## src/rtl/pipe_reg_w.sv

```systemverilog
// pipe_reg_w: M-to-W pipeline register with write-back result selection,
// load data extraction and a retired-instruction counter.
// Optional feature: define PIPE_REG_W_SUBWORD_LOAD_EN to enable byte and
// halfword load extraction (lbu/lb/lhu/lh); otherwise memory data passes
// through as the raw word and LoadTypeM is ignored.
module pipe_reg_w (
  input  logic        clk,
  input  logic        reset,
  input  logic        StallW,
  input  logic        FlushW,
  input  logic        RegWriteM,
  input  logic [4:0]  WriteRegM,
  input  logic        MemtoRegM,
  input  logic [31:0] ALUOutM,
  input  logic [31:0] ReadDataM,
  input  logic [2:0]  LoadTypeM,
  input  logic [31:0] PCM,
  output logic        RegWriteW,
  output logic [4:0]  WriteRegW,
  output logic [31:0] ResultW,
  output logic [31:0] PCW,
  output logic        ValidW,
  output logic [31:0] RetireCnt
);

  logic        memtoRegQ;
  logic [31:0] aluOutQ;
  logic [31:0] readDataQ;
  logic [31:0] loadData;
  logic [31:0] retireCnt;

`ifdef PIPE_REG_W_SUBWORD_LOAD_EN
  typedef enum logic [2:0] {
    LoadWord  = 3'd0,
    LoadByteU = 3'd1,
    LoadByte  = 3'd2,
    LoadHalfU = 3'd3,
    LoadHalf  = 3'd4
  } loadType_e;

  logic [2:0]  loadTypeQ;
  logic [7:0]  byteSel;
  logic [15:0] halfSel;
`else
  logic unusedLoadType;
  assign unusedLoadType = ^LoadTypeM;
`endif

  // W-stage registers: reset clears, flush loads a bubble, stall holds
  always_ff @(posedge clk) begin
    if (reset) begin
      RegWriteW <= 1'b0;
      WriteRegW <= 5'd0;
      PCW       <= 32'd0;
      ValidW    <= 1'b0;
      memtoRegQ <= 1'b0;
      aluOutQ   <= 32'd0;
      readDataQ <= 32'd0;
`ifdef PIPE_REG_W_SUBWORD_LOAD_EN
      loadTypeQ <= 3'd0;
`endif
    end else if (FlushW) begin
      RegWriteW <= 1'b0;
      WriteRegW <= 5'd0;
      PCW       <= 32'd0;
      ValidW    <= 1'b0;
      memtoRegQ <= 1'b0;
      aluOutQ   <= 32'd0;
      readDataQ <= 32'd0;
`ifdef PIPE_REG_W_SUBWORD_LOAD_EN
      loadTypeQ <= 3'd0;
`endif
    end else if (!StallW) begin
      RegWriteW <= RegWriteM && (WriteRegM != 5'd0);
      WriteRegW <= WriteRegM;
      PCW       <= PCM;
      ValidW    <= 1'b1;
      memtoRegQ <= MemtoRegM;
      aluOutQ   <= ALUOutM;
      readDataQ <= ReadDataM;
`ifdef PIPE_REG_W_SUBWORD_LOAD_EN
      loadTypeQ <= LoadTypeM;
`endif
    end
  end

  // Retire counter: the W instruction leaves on any unstalled edge, including a flush edge
  always_ff @(posedge clk) begin
    if (reset) begin
      retireCnt <= 32'd0;
    end else if (ValidW && !StallW) begin
      retireCnt <= retireCnt + 32'd1;
    end
  end

  assign RetireCnt = retireCnt;

  // Load data extraction from the registered word, little-endian lanes
  always_comb begin
    loadData = readDataQ;
`ifdef PIPE_REG_W_SUBWORD_LOAD_EN
    byteSel  = readDataQ[7:0];
    halfSel  = aluOutQ[1] ? readDataQ[31:16] : readDataQ[15:0];
    case (aluOutQ[1:0])
      2'd0:    byteSel = readDataQ[7:0];
      2'd1:    byteSel = readDataQ[15:8];
      2'd2:    byteSel = readDataQ[23:16];
      default: byteSel = readDataQ[31:24];
    endcase
    case (loadTypeQ)
      LoadByteU: loadData = {24'd0, byteSel};
      LoadByte:  loadData = {{24{byteSel[7]}}, byteSel};
      LoadHalfU: loadData = {16'd0, halfSel};
      LoadHalf:  loadData = {{16{halfSel[15]}}, halfSel};
      default:   loadData = readDataQ;
    endcase
`endif
  end

  assign ResultW = memtoRegQ ? loadData : aluOutQ;

endmodule

```

## config.mk

```make
export PLATFORM = sky130hd
export DESIGN_NAME = pipe_reg_w
export DESIGN_NICKNAME = d
export VERILOG_FILES = /design/src/rtl/pipe_reg_w.sv
export SDC_FILE = /design/constraint.sdc
export NUM_CORES = 1
export LEC_CHECK = 0
export CAP_MARGIN = 20
export CELL_PAD_IN_SITES_DETAIL_PLACEMENT = 2
export CELL_PAD_IN_SITES_GLOBAL_PLACEMENT = 2
export CORE_MARGIN = 1
export CORE_UTILIZATION = 24
export CTS_BUF_LIST = sky130_fd_sc_hd__clkbuf_8
export DETAILED_ROUTE_END_ITERATION = 8
export PLACE_DENSITY_LB_ADDON = 0.1
export SLEW_MARGIN = 20
export SYNTH_ARGS = -nofsm -noshare
export SYNTH_HDL_FRONTEND = slang
export SYNTH_SLANG_ARGS = --single-unit
```

## constraint.sdc

```tcl
create_clock -name clk -period 1.7 [get_ports clk]
set_input_delay 0.17 -clock clk [delete_from_list [all_inputs] [get_ports clk]]
set_output_delay 0.17 -clock clk [all_outputs]
set_load 0.02 [all_outputs]
```

=== Yosys cells after proc, flatten, opt, wreduce, memory -nomap -nowiden ===
Cells that the tools add are included.

* Add/subtract/negate cells: 1
* Multiplexer cells: 1
* Order comparisons: 0
* Shift operators: 0
* Multiply operators: 0
* Div/mod/pow operators: 0
* Equality and inequality tests: 0
* Bitwise gates (word level): 0
* Reductions and logical operators: 5

{| class="wikitable"
|+ Operators with widths
! cell !! number
|-
| $add 32x1->32 const B || 1
|-
| $mux 32 || 1
|-
| $reduce_bool 5->1 || 1
|-
| $logic_and 1x1->1 || 2
|-
| $reduce_or 2->1 || 1
|-
| $logic_not 1->1 || 1
|}

* Word-level logic and storage cells: 15
* Input port bits: 110
* Flip-flop bits (word level): 136
* Memory bits (writable): 0
* ROM bits: 0
* Latch bits: 0
* Output and inout bits: 103
* Memories: 0

=== Depth between registers and ports, before layout ===
Gate-level depths: netlist of run 1.

* Word-level depth: 2
* Gate-level depth with buffers: 7
* Depth with buffers taken out: 5

=== Worst setup path before layout of run 1 ===
No wires, ideal clock.

* Kind: register -> register
* Start point: register retireCnt[0] (netlist: RetireCnt[0])
* End point: register retireCnt[30] (netlist: RetireCnt[30])
* Slack: -175 ps
* Required time: 1630 ps
* Buffers on the path: 1
* Cell stages (with the launch flop): 7
* Arrival: 1804 ps
* Clock period less this slack: 1875 ps
* Library setup time: 70 ps
* Cells stage by stage: dfxtp_1 ha_1 and2_1 nand4_4 buf_4 or4_1 a21oi_1

* Cells in the longest elaborated chain, start to end: 1

{| class="wikitable"
|+ Ends and longest elaborated chain
! item !! RTL line !! source
|-
| start, declared || 30 || <nowiki>logic [31:0] retireCnt;</nowiki>
|-
| start signal, assigned || 92 || <nowiki>retireCnt <= retireCnt + 32'd1;</nowiki>
|-
| $add 32x1->32 || 92 ||
|}

No other way between the ends.
A chain may end at the register's enable or synchronous reset.

=== Worst setup path in the final report of run 1 ===
* Start point: register memtoRegQ
* End point: output ResultW[13]

* Cells in the longest elaborated chain, start to end: 1

{| class="wikitable"
|+ Ends and longest elaborated chain
! item !! RTL line !! source
|-
| start, declared || 26 || <nowiki>logic memtoRegQ;</nowiki>
|-
| start signal, assigned || 78 || <nowiki>memtoRegQ <= MemtoRegM;</nowiki>
|-
| $mux 32 || 120 || <nowiki>assign ResultW = memtoRegQ ? loadData : aluOutQ;</nowiki>
|-
| end, declared || 20 || <nowiki>output logic [31:0] ResultW,</nowiki>
|}

No other way between the ends.

==> run_results.csv, run 1 <==
group,metric,value,unit
timing,max_freq,586,MHz
yosys,syn_area,5530,µm²
placed_design,preCtsSetupSlack,-52.3,ps
yosys,ys_seq_area_share,49.2,%
worst_setup_path,crit_path_cell_trace,"clkbuf_16 -> mux2_4 -> buf_6",
yosys,async_flop_share,0,%
route,wl_per_cell,17.8,µm
floorplanning,core_area,22600,µm²
global_routing,antenna_found_initial,2,
final_layout,finish.utilization,39.4,%
timing,rsz0062_at_grt,"true",
flow_run,maxCapViolations,0,
floorplanning,ios,213,
clocking,cts_tree,"built",
timing,whs,326,ps
clocking,cts_buffers,17,
worst_setup_path,slowest_delay,460,ps
timing,fin_crit_sh,100,%
yosys,ys_types,30,
worst_setup_path,path_delay_family,"flip-flops",
placed_design,dp.cells,1047,
floorplanning,rows,55,
floorplanning,dieArea,23700,µm²
min_path,worstHoldPathType,"input port to register",
yosys,synthesis.nets,663,
yosys,synth_edf_count,0,
worst_setup_path,worst-path-buf-inv,2,
final_layout,drive_above_1_share,22.9,%
timing,tightest_slew,770,ps
timing,max-slew-margin-rel,48.7,%
yosys,synth_area_leaders,"dfxtp_1, mux2i_1, nor2_1",
power_and_ir_drop,power.density,736,nW/µm²
route,drt-total-wl,19400,µm
clocking,path_clk_slew,90,ps
route,vias,5041,
worst_setup_path,critPathCaptureType,"primary output",
route,drt_iter0_markers,147,
clocking,clock-sinks,136,
worst_setup_path,crit_type,"register to primary output",
timing,setup-violations-final,5,
global_routing,grt_max_degree,108,
floorplanning,die_y,154,µm
timing,hold_viol,0,
route,ant_nets,0,
outcome,violations,"negative setup slack",
yosys,avgSynthCellArea,10.0,µm²
yosys,synth_flop_cell,"dfxtp_1",
worst_setup_path,cpMaxStageDelayCell,"dfxtp_4",
final_layout,regArea,2760,µm²
placed_design,hpwl,13200,µm
power_and_ir_drop,p_leak,3.81,nW
clocking,root_buffer,"clkbuf_8",
yosys,synth_top_area_cell,"dfxtp_1",
outcome,status,"finished with violations",
clocking,htreeDepth,4,
clocking,insertion_delay,450,ps
final_layout,multi_input_area,2840,µm²
yosys,synth.top_cell.area_share,49.2,%
yosys,netlist_instances,552,
floorplanning,start_util,24.4,%
global_routing,grt_overflow,0,
yosys,yosys_warnings,0,
global_routing,grt_pass1_vias,5760,
worst_setup_path,cp-start-kind,"register",
global_routing,grt_pass1_wl,30100,µm
clocking,ctsHoldBuffers,0,
worst_setup_path,critical_path_required,1530,ps
route,dr.pass1.iters,4,
worst_setup_path,worstPathMaxFanout,6,
route,drc,0,
final_layout,fillers,2411,
final_layout,finalNetCount,905,
final_layout,syn_to_final_growth,61.1,%
placed_design,gp_congestion,0.726,
placed_design,io_buffers,209,
timing,skew,14.2,ps
timing,post-route-min-period,1710,ps
final_layout,final_cells,1093,
yosys,ys_ff_latch,136,
route,vias_per_cell,4.61,
timing,setup_slack,-5.53,ps
power_and_ir_drop,ir_drop,385,µV
clocking,clock_path_buffers,2,
global_routing,grt.total_usage,16.4,%
floorplanning,dieWidth,154,µm
timing,slew_violations,0,
worst_setup_path,cp.arrival,1540,ps
-- worst register-to-register path, stage by stage, from the launching register on --
cell and delay, ps:
dfxtp_1 330, and4_2 270, nand4_1 120, buf_6 170, or4_1 540, a21oi_2 160
-- path summary, 6_finish.rpt --
| path | from | end | slack (ps) | cells past startpoint |
|---|---|---|---|---|
| worst max register to register | RetireCnt[20] | RetireCnt[31] | 40 | 5 |
| worst min-delay path | PCM[5] | PCW[5] | 330 | 3 |
| worst max-delay path | memtoRegQ | ResultW[13] | -6 | 3 |
| worst min register to register | RegWriteW | RegWriteW | 490 | 2 |
-- Yosys cell counts, types with 7 or more instances --
cell / n
dfxtp_1: 136
nor2_1: 112
mux2i_1: 103
mux2_2: 32
clkbuf_1: 25
a21oi_1: 23
or4_1: 18
o31ai_1: 17
nand2_1: 12
nand3_1: 10
nand4_1: 10
buf_2: 8
xor2_1: 7
-- state kept, by name, indices dropped and copies added, names as in the netlist --
signal,flops
RetireCnt,32
memtoRegQ,1
ValidW,1
PCW,32
WriteRegW,5
RegWriteW,1
aluOutQ,32
loadData,32
-- cell type report --
cell class | instances | area share (%)
Clock inverter | 15 | 1.18
Multi-Input combinational cell | 375 | 31.9
Antenna cell | 1 | 0.0281
Sequential cell | 136 | 30.9
Clock buffer | 17 | 2.62
Tap cell | 285 | 4.00
Timing Repair Buffer | 259 | 29.2
Inverter | 5 | 0.210
-- report_power, final --
group | total (mW) | switching (mW) | internal, mW | leakage, nW
sequential | 3.31 | 0.0492 | 3.26 | 1.12
combinational | 0.882 | 0.368 | 0.515 | 2.52
clock | 2.37 | 1.36 | 1.01 | 0.177
total | 6.56 | 1.78 | 4.78 | 3.81
-- placed cells by master, fill, tap and decap left out, drive strengths merged --
| master | n |
|---|---|
| clkdlybuf4s50 | 146 |
| dfxtp | 136 |
| nor2 | 112 |
| mux2i | 103 |
| buf | 82 |
| mux2 | 32 |
| dlygate4sd2 | 25 |
| a21oi | 23 |
| clkbuf | 18 |
| or4 | 18 |
| o31ai | 17 |
| nand2 | 12 |
| nand4 | 12 |
| nand3 | 10 |
| clkinv | 10 |
| inv | 8 |
| xor2 | 7 |
| dlymetal6s2s | 5 |
| and4 | 5 |
| o21ai | 4 |
| or3 | 4 |
| xnor2 | 3 |
| and3 | 3 |
| nor2b | 2 |
| clkinvlp | 2 |
| and2 | 2 |
| diode | 1 |
| or2 | 1 |
| and3b | 1 |
| nand3b | 1 |
| nor3 | 1 |
| o211ai | 1 |
| ha | 1 |
-- metrics by stage --
stage / TNS [ps] / power, mW / cell area, µm²
2_1_floorplan: 0 / 3.76 / 5570
3_3_place_gp: -12.3 / 4.20 / 8200
3_5_place_dp: -85.4 / 4.23 / 8200
4_1_cts: -3010 / 6.69 / 8580
5_1_grt: -2090 / 6.94 / 8910
6_report: -20.1 / 6.56 / 8920
-- per-layer routing --
layer	vias up	track usage (%)	part of all wire [%]	routed length (µm)
met2	138	28.8	50	9720
met5	-	0	0	0
met1	2448	17.2	40	7770
li1	2429	-	-	-
met4	0	6.71	1.8	359
met3	26	7.07	8.1	1580
-- what timing repair did --
action                                  4_1_cts  5_1_grt
pin swaps                                     0        5
gates cloned                                  4        1
setup buffers                                 7        5
resized for setup                           182      113
endpoints found under the setup margin       66       52
-- kinds of logic (layout without fill, tap and decap cells) --
logic type               after synthesis  count (layout)  synth area share (%)
flip-flops                           136             136                  49.2
buffers and inverters                 42             296                  3.17
AO/OA/AOI/OAI                         45              45                  4.88
adder cells (fa/ha/maj)                1               1                 0.226
AND/OR/NAND/NOR                      183             184                  15.8
multiplexers                         135             135                  25.1
other                                  0               1                     0
XOR/XNOR                              10              10                  1.58
Note: power is estimated with default switching activity, not from simulation.
==> run 2: changes to the inputs <==
- PLACE_DENSITY_LB_ADDON: 0.1 -> 0.3
==> run 2 against run 1 <==
  * The run still ends with negative setup slack left
  * Worst setup slack got worse by 22 ps
  * Worst hold slack improved by 4.2 ps
  * Cell area decreased by 1.2%
  * First-iteration DRC count decreased by 4.1%
  * Core utilization decreased by 0.46 points
  * Die area unchanged
  * Sequential power about the same
  * Clock power increased by 10%
  * Combinational power decreased by 2.7%
  * Largest cell class unchanged
==> run_results.csv, run 2 (synthesis gave the netlist of run 1 again) <==
group,metric,value,unit
global_routing,grt_pass1_wl,30700,µm
timing,setup_slack,-27.6,ps
clocking,clock-sinks,136,
floorplanning,rows,55,
clocking,root_buffer,"clkbuf_8",
worst_setup_path,timing.rr.start,"RetireCnt[2]",
placed_design,hpwl,14000,µm
min_path,worstHoldEndpoint,"aluOutQ[17]",
route,vias_per_cell,4.67,
power_and_ir_drop,p_leak,3.77,nW
power_and_ir_drop,p_sw_share,27.0,%
power_and_ir_drop,power.share.combinational,12.7,%
timing,max_freq,579,MHz
min_path,worstHoldPathType,"input port to register",
route,drt-total-wl,19900,µm
route,wl_per_cell,18.2,µm
power_and_ir_drop,internal_power,4.95,mW
worst_setup_path,critical_path_required,2080,ps
min_path,worstHoldStart,"ALUOutM[17]",
clocking,clock_path_buffers,2,
power_and_ir_drop,p_seq_share,48.8,%
global_routing,grt_max_degree,91,
timing,fin_crit_sh,102,%
power_and_ir_drop,p_clk_share,38.5,%
final_layout,mostFrequentLayoutCell,"clkdlybuf4s50_1",
global_routing,grt.total_usage,16.6,%
worst_setup_path,crit_type,"register to register",
placed_design,dp.cells,1051,
timing,max-slew-margin-rel,56.1,%
clocking,cts_tree,"built",
final_layout,fin_area,8810,µm²
placed_design,dpl-instance-area,8220,µm²
worst_setup_path,worstPathMaxFanout,6,
clocking,cts_buffers,17,
timing,slew_violations,0,
floorplanning,core_area,22600,µm²
timing,hold_viol,0,
floorplanning,die_y,154,µm
outcome,status,"finished with violations",
outcome,violations,"negative setup slack",
floorplanning,ios,213,
timing,whs,330,ps
clocking,path_clk_slew,90,ps
power_and_ir_drop,power_switching,1.83,mW
worst_setup_path,r2r.worst_path.cells,6,
flow_run,maxCapViolations,0,
final_layout,syn_to_final_growth,59.2,%
placed_design,io_buffers,209,
timing,post-route-min-period,1730,ps
worst_setup_path,cpMaxStageDelayCell,"or4_4",
worst_setup_path,worst-path-buf-inv,2,
route,drc,0,
route,drt_iter0_markers,141,
worst_setup_path,slowest_delay,570,ps
worst_setup_path,cp.arrival,2100,ps
global_routing,grt_overflow,0,
worst_setup_path,rr_endpoint,"RetireCnt[20]",
placed_design,gp_congestion,0.783,
global_routing,grt_pass1_vias,5805,
global_routing,antenna_found_initial,1,
worst_setup_path,path_delay_family,"simple AND/OR/NAND/NOR gates",
final_layout,drive_above_1_share,23.4,%
timing,skew,15.8,ps
worst_setup_path,crit_path_cell_trace,"and3b_2 -> buf_4 -> buf_12 -> nand4_4 -> or4_4 -> a21oi_2",
route,vias,5110,
route,ant_nets,0,
power_and_ir_drop,power.density,769,nW/µm²
final_layout,mostFrequentLayoutCells,"clkdlybuf4s50_1, dfxtp_1, nor2_1",
power_and_ir_drop,ir_drop,455,µV
floorplanning,dieWidth,154,µm
floorplanning,dieArea,23700,µm²
final_layout,finish.utilization,38.9,%
worst_setup_path,reg2reg_slack,-30,ps
timing,rsz0062_at_grt,"true",
clocking,insertion_delay,450,ps
min_path,worstHoldPathCells,3,
route,dr.pass1.iters,4,
final_layout,final_cells,1095,
timing,setup-violations-final,2,
clocking,htreeDepth,4,
worst_setup_path,critPathCaptureType,"register",
worst_setup_path,cp-start-kind,"register",
timing,tightest_slew,659,ps
final_layout,finalNetCount,907,
floorplanning,start_util,24.4,%
==> run 2: power by group through the flow <==
stage | clock (mW) | sequential (mW) | combinational (mW)
floorplan | 0 | 3.41 | 0.348
global placement | 0 | 3.37 | 0.814
detailed placement | 0 | 3.38 | 0.849
CTS | 2.72 | 3.31 | 0.850
global route | 2.86 | 3.32 | 0.917
finish | 2.61 | 3.31 | 0.858
==> run 2: timing repair <==
action | in CTS | in global routing
hold buffers | 0 | 0
cloned | 2 | 1
buffers inserted | 4 | 5
setup endpoints to repair | 68 | 50
resized for setup | 191 | 61
pin swaps | 3 | 11
==> run 2: worst max path at each step <==
stage / end / cells past startpoint / from
6_report: RetireCnt[20] / 6 / RetireCnt[2]
5_1_grt: RetireCnt[22] / 6 / RetireCnt[2]
4_1_cts: ResultW[9] / 4 / memtoRegQ
3_5_place_dp: RetireCnt[31] / 6 / StallW
3_3_place_gp: ResultW[28] / 3 / memtoRegQ
2_1_floorplan: RetireCnt[30] / 6 / RetireCnt[4]
==> run 2: metrics by stage <==
step	setup slack, ps	total power, mW	setup TNS [ps]
final	-27.6	6.78	-51.4
after global routing	-78.0	7.09	-1420
after CTS	-113	6.88	-1420
after detailed placement	-40.4	4.23	-157
after global placement	15.5	4.19	0
after floorplan	1.84	3.76	0
==> run 2: cell type report <==
cell class / instances / area (µm²)
Inverter: 5 / 18.8
Fill cell: 2409 / 13800
Timing Repair Buffer: 261 / 2520
Clock inverter: 14 / 125
Clock buffer: 18 / 248
Multi-Input combinational cell: 375 / 2780
Antenna cell: 1 / 2.50
Sequential cell: 136 / 2760
Tap cell: 285 / 357
==> run 2: per-layer routing <==
metal  global-route usage (%)  vias to the layer above  part of all wire (%)
met2                     30.6                      159                    51
met3                     6.96                       22                   8.0
met1                     17.1                     2498                    39
li1                         -                     2431                     -
met4                     4.95                        0                   1.5
met5                        0                        -                     0
==> run 2: worst min-delay path: stages <==
cell	delay (ps)
clkdlybuf4s50_1	390
mux2i_1	130
nor2_1	50
==> run 3: changes to the inputs <==
- RECOVER_POWER: not set -> 50
==> run 3 against run 2 <==
  * The flow still finishes with violations (negative setup slack)
  * First-iteration DRC count is the same
  * Critical path type unchanged
  * Total power barely moved
  * Via count hardly changed
  * Sequential cell count is the same
  * Routed wire length about the same
  * Die area unchanged
  * Worst hold slack about the same
  * Register-to-register slack about the same
  * Clock power about the same
==> run_results.csv, run 3 (synthesis gave the netlist of run 1 again) <==
group,metric,value,unit
power_and_ir_drop,ir_drop,455,µV
worst_setup_path,crit_type,"register to register",
timing,max-slew-margin-rel,25.4,%
worst_setup_path,critPathCaptureType,"register",
global_routing,grt_max_degree,91,
power_and_ir_drop,power_switching,1.83,mW
placed_design,dp.cells,1051,
worst_setup_path,cpMaxStageDelayCell,"or4_4",
timing,slew_violations,0,
timing,tns,-51.0,ps
timing,max_freq,579,MHz
timing,whs,330,ps
worst_setup_path,critical_path_required,2080,ps
floorplanning,rows,55,
route,drt-total-wl,19900,µm
global_routing,grt_pass1_vias,5805,
clocking,insertion_delay,450,ps
power_and_ir_drop,p_seq_share,48.9,%
outcome,status,"finished with violations",
clocking,root_buffer,"clkbuf_8",
placed_design,gp_congestion,0.783,
final_layout,mostFrequentLayoutCells,"clkdlybuf4s50_1, dfxtp_1, nor2_1",
timing,tightest_slew,1120,ps
route,ant_nets,0,
final_layout,mostFrequentLayoutCell,"clkdlybuf4s50_1",
power_and_ir_drop,power.share.combinational,12.6,%
global_routing,grt_overflow,0,
floorplanning,dieWidth,154,µm
timing,skew,15.8,ps
worst_setup_path,crit_path_cell_trace,"and3b_2 -> buf_4 -> buf_12 -> nand4_4 -> or4_4 -> a21oi_2",
power_and_ir_drop,power.density,771,nW/µm²
worst_setup_path,cp.arrival,2100,ps
flow_run,maxCapViolations,0,
timing,rsz0062_at_grt,"true",
floorplanning,dieArea,23700,µm²
final_layout,fillers,2412,
power_and_ir_drop,internal_power,4.95,mW
clocking,clock_path_buffers,2,
final_layout,finalNetCount,907,
timing,setup-violations-final,2,
global_routing,antenna_found_initial,1,
worst_setup_path,slowest_delay,570,ps
global_routing,grt.total_usage,16.6,%
clocking,clock-sinks,136,
route,vias,5113,
final_layout,drive_above_1_share,23.4,%
floorplanning,start_util,24.4,%
final_layout,syn_to_final_growth,58.7,%
worst_setup_path,cp-start-kind,"register",
final_layout,final_cells,1095,
timing,hold_viol,0,
min_path,worstHoldPathType,"input port to register",
clocking,ctsHoldBuffers,0,
route,drt_iter0_markers,141,
clocking,path_clk_slew,90,ps
route,vias_per_cell,4.67,
power_and_ir_drop,p_sw_share,27.0,%
placed_design,io_buffers,209,
floorplanning,die_y,154,µm
worst_setup_path,worst-path-buf-inv,2,
route,drc,0,
worst_setup_path,path_delay_family,"simple AND/OR/NAND/NOR gates",
route,dr.pass1.iters,4,
route,wl_per_cell,18.2,µm
worst_setup_path,worstPathMaxFanout,6,
outcome,violations,"negative setup slack",
power_and_ir_drop,p_leak,3.76,nW
placed_design,hpwl,14000,µm
global_routing,grt_pass1_wl,30700,µm
clocking,cts_buffers,17,
floorplanning,ios,213,
timing,setup_slack,-27.4,ps
power_and_ir_drop,p_clk_share,38.5,%
clocking,cts_tree,"built",
floorplanning,core_area,22600,µm²
timing,post-route-min-period,1730,ps
clocking,htreeDepth,4,
timing,fin_crit_sh,102,%
run 3: cell count changes in the layout (fill, tap and decap cells not counted), sizes merged:
cell and delta:
clkdlybuf4s50 -1, dlygate4sd3 +1, clkbuf +3, buf -3
run 3: stage by stage:
step | util (%) | area, µm² | worst slack [ps] | total power [mW]
detailed placement | 36.3 | 8220 | -40.4 | 4.23
global route | 38.8 | 8780 | -78.0 | 7.09
floorplan | - | 5570 | 1.84 | 3.76
global placement | 36.3 | 8220 | 15.5 | 4.19
CTS | 38.0 | 8590 | -113 | 6.88
finish | 38.8 | 8780 | -27.4 | 6.77
run 3: routing by layer:
| layer | wire length [µm] | part of all wire (%) | GRT usage, % | vias to the layer above |
|---|---|---|---|---|
| li1 | - | - | - | 2431 |
| met1 | 7870 | 39 | 17.1 | 2501 |
| met2 | 10200 | 51 | 30.6 | 159 |
| met3 | 1600 | 8.0 | 6.96 | 22 |
| met4 | 290 | 1.5 | 4.95 | 0 |
| met5 | 0 | 0 | 0 | - |
run 3: area by class of cell:
type	instances	area (µm²)	share of cell area, %
Multi-Input combinational cell	375	2780	31.7
Clock buffer	18	248	2.82
Timing Repair Buffer	261	2490	28.4
Tap cell	285	357	4.06
Clock inverter	14	125	1.42
Inverter	5	18.8	0.214
Antenna cell	1	2.50	0.0285
Sequential cell	136	2760	31.4
run 3: worst paths after layout:
check                     from       endpoint  slack (ps)  cells after the start
hold reg to reg      RegWriteW      RegWriteW         480                      2
setup reg to reg  RetireCnt[2]  RetireCnt[20]         -30                      6
hold / removal     ALUOutM[17]    aluOutQ[17]         330                      3
setup / recovery  RetireCnt[2]  RetireCnt[20]         -30                      6
run 3: what timing repair did:
action                                  in CTS  in global routing
pin swaps                                    3                 11
gates resized for setup                    191                 61
endpoints found under the setup margin      68                 50
buffers inserted                             4                  5
cloned                                       2                  1
run 3: power groups by stage:
stage / Sequential (mW) / Clock (mW) / Combinational [mW]
4_1_cts: 3.31 / 2.72 / 0.850
3_3_place_gp: 3.37 / 0 / 0.814
5_1_grt: 3.32 / 2.86 / 0.912
3_5_place_dp: 3.38 / 0 / 0.849
6_report: 3.31 / 2.61 / 0.852
2_1_floorplan: 3.41 / 0 / 0.348
run 3: tightest hold or removal path, cell delays in order:
cell,delay (ps)
clkdlybuf4s50_1,390
mux2i_1,130
nor2_1,50
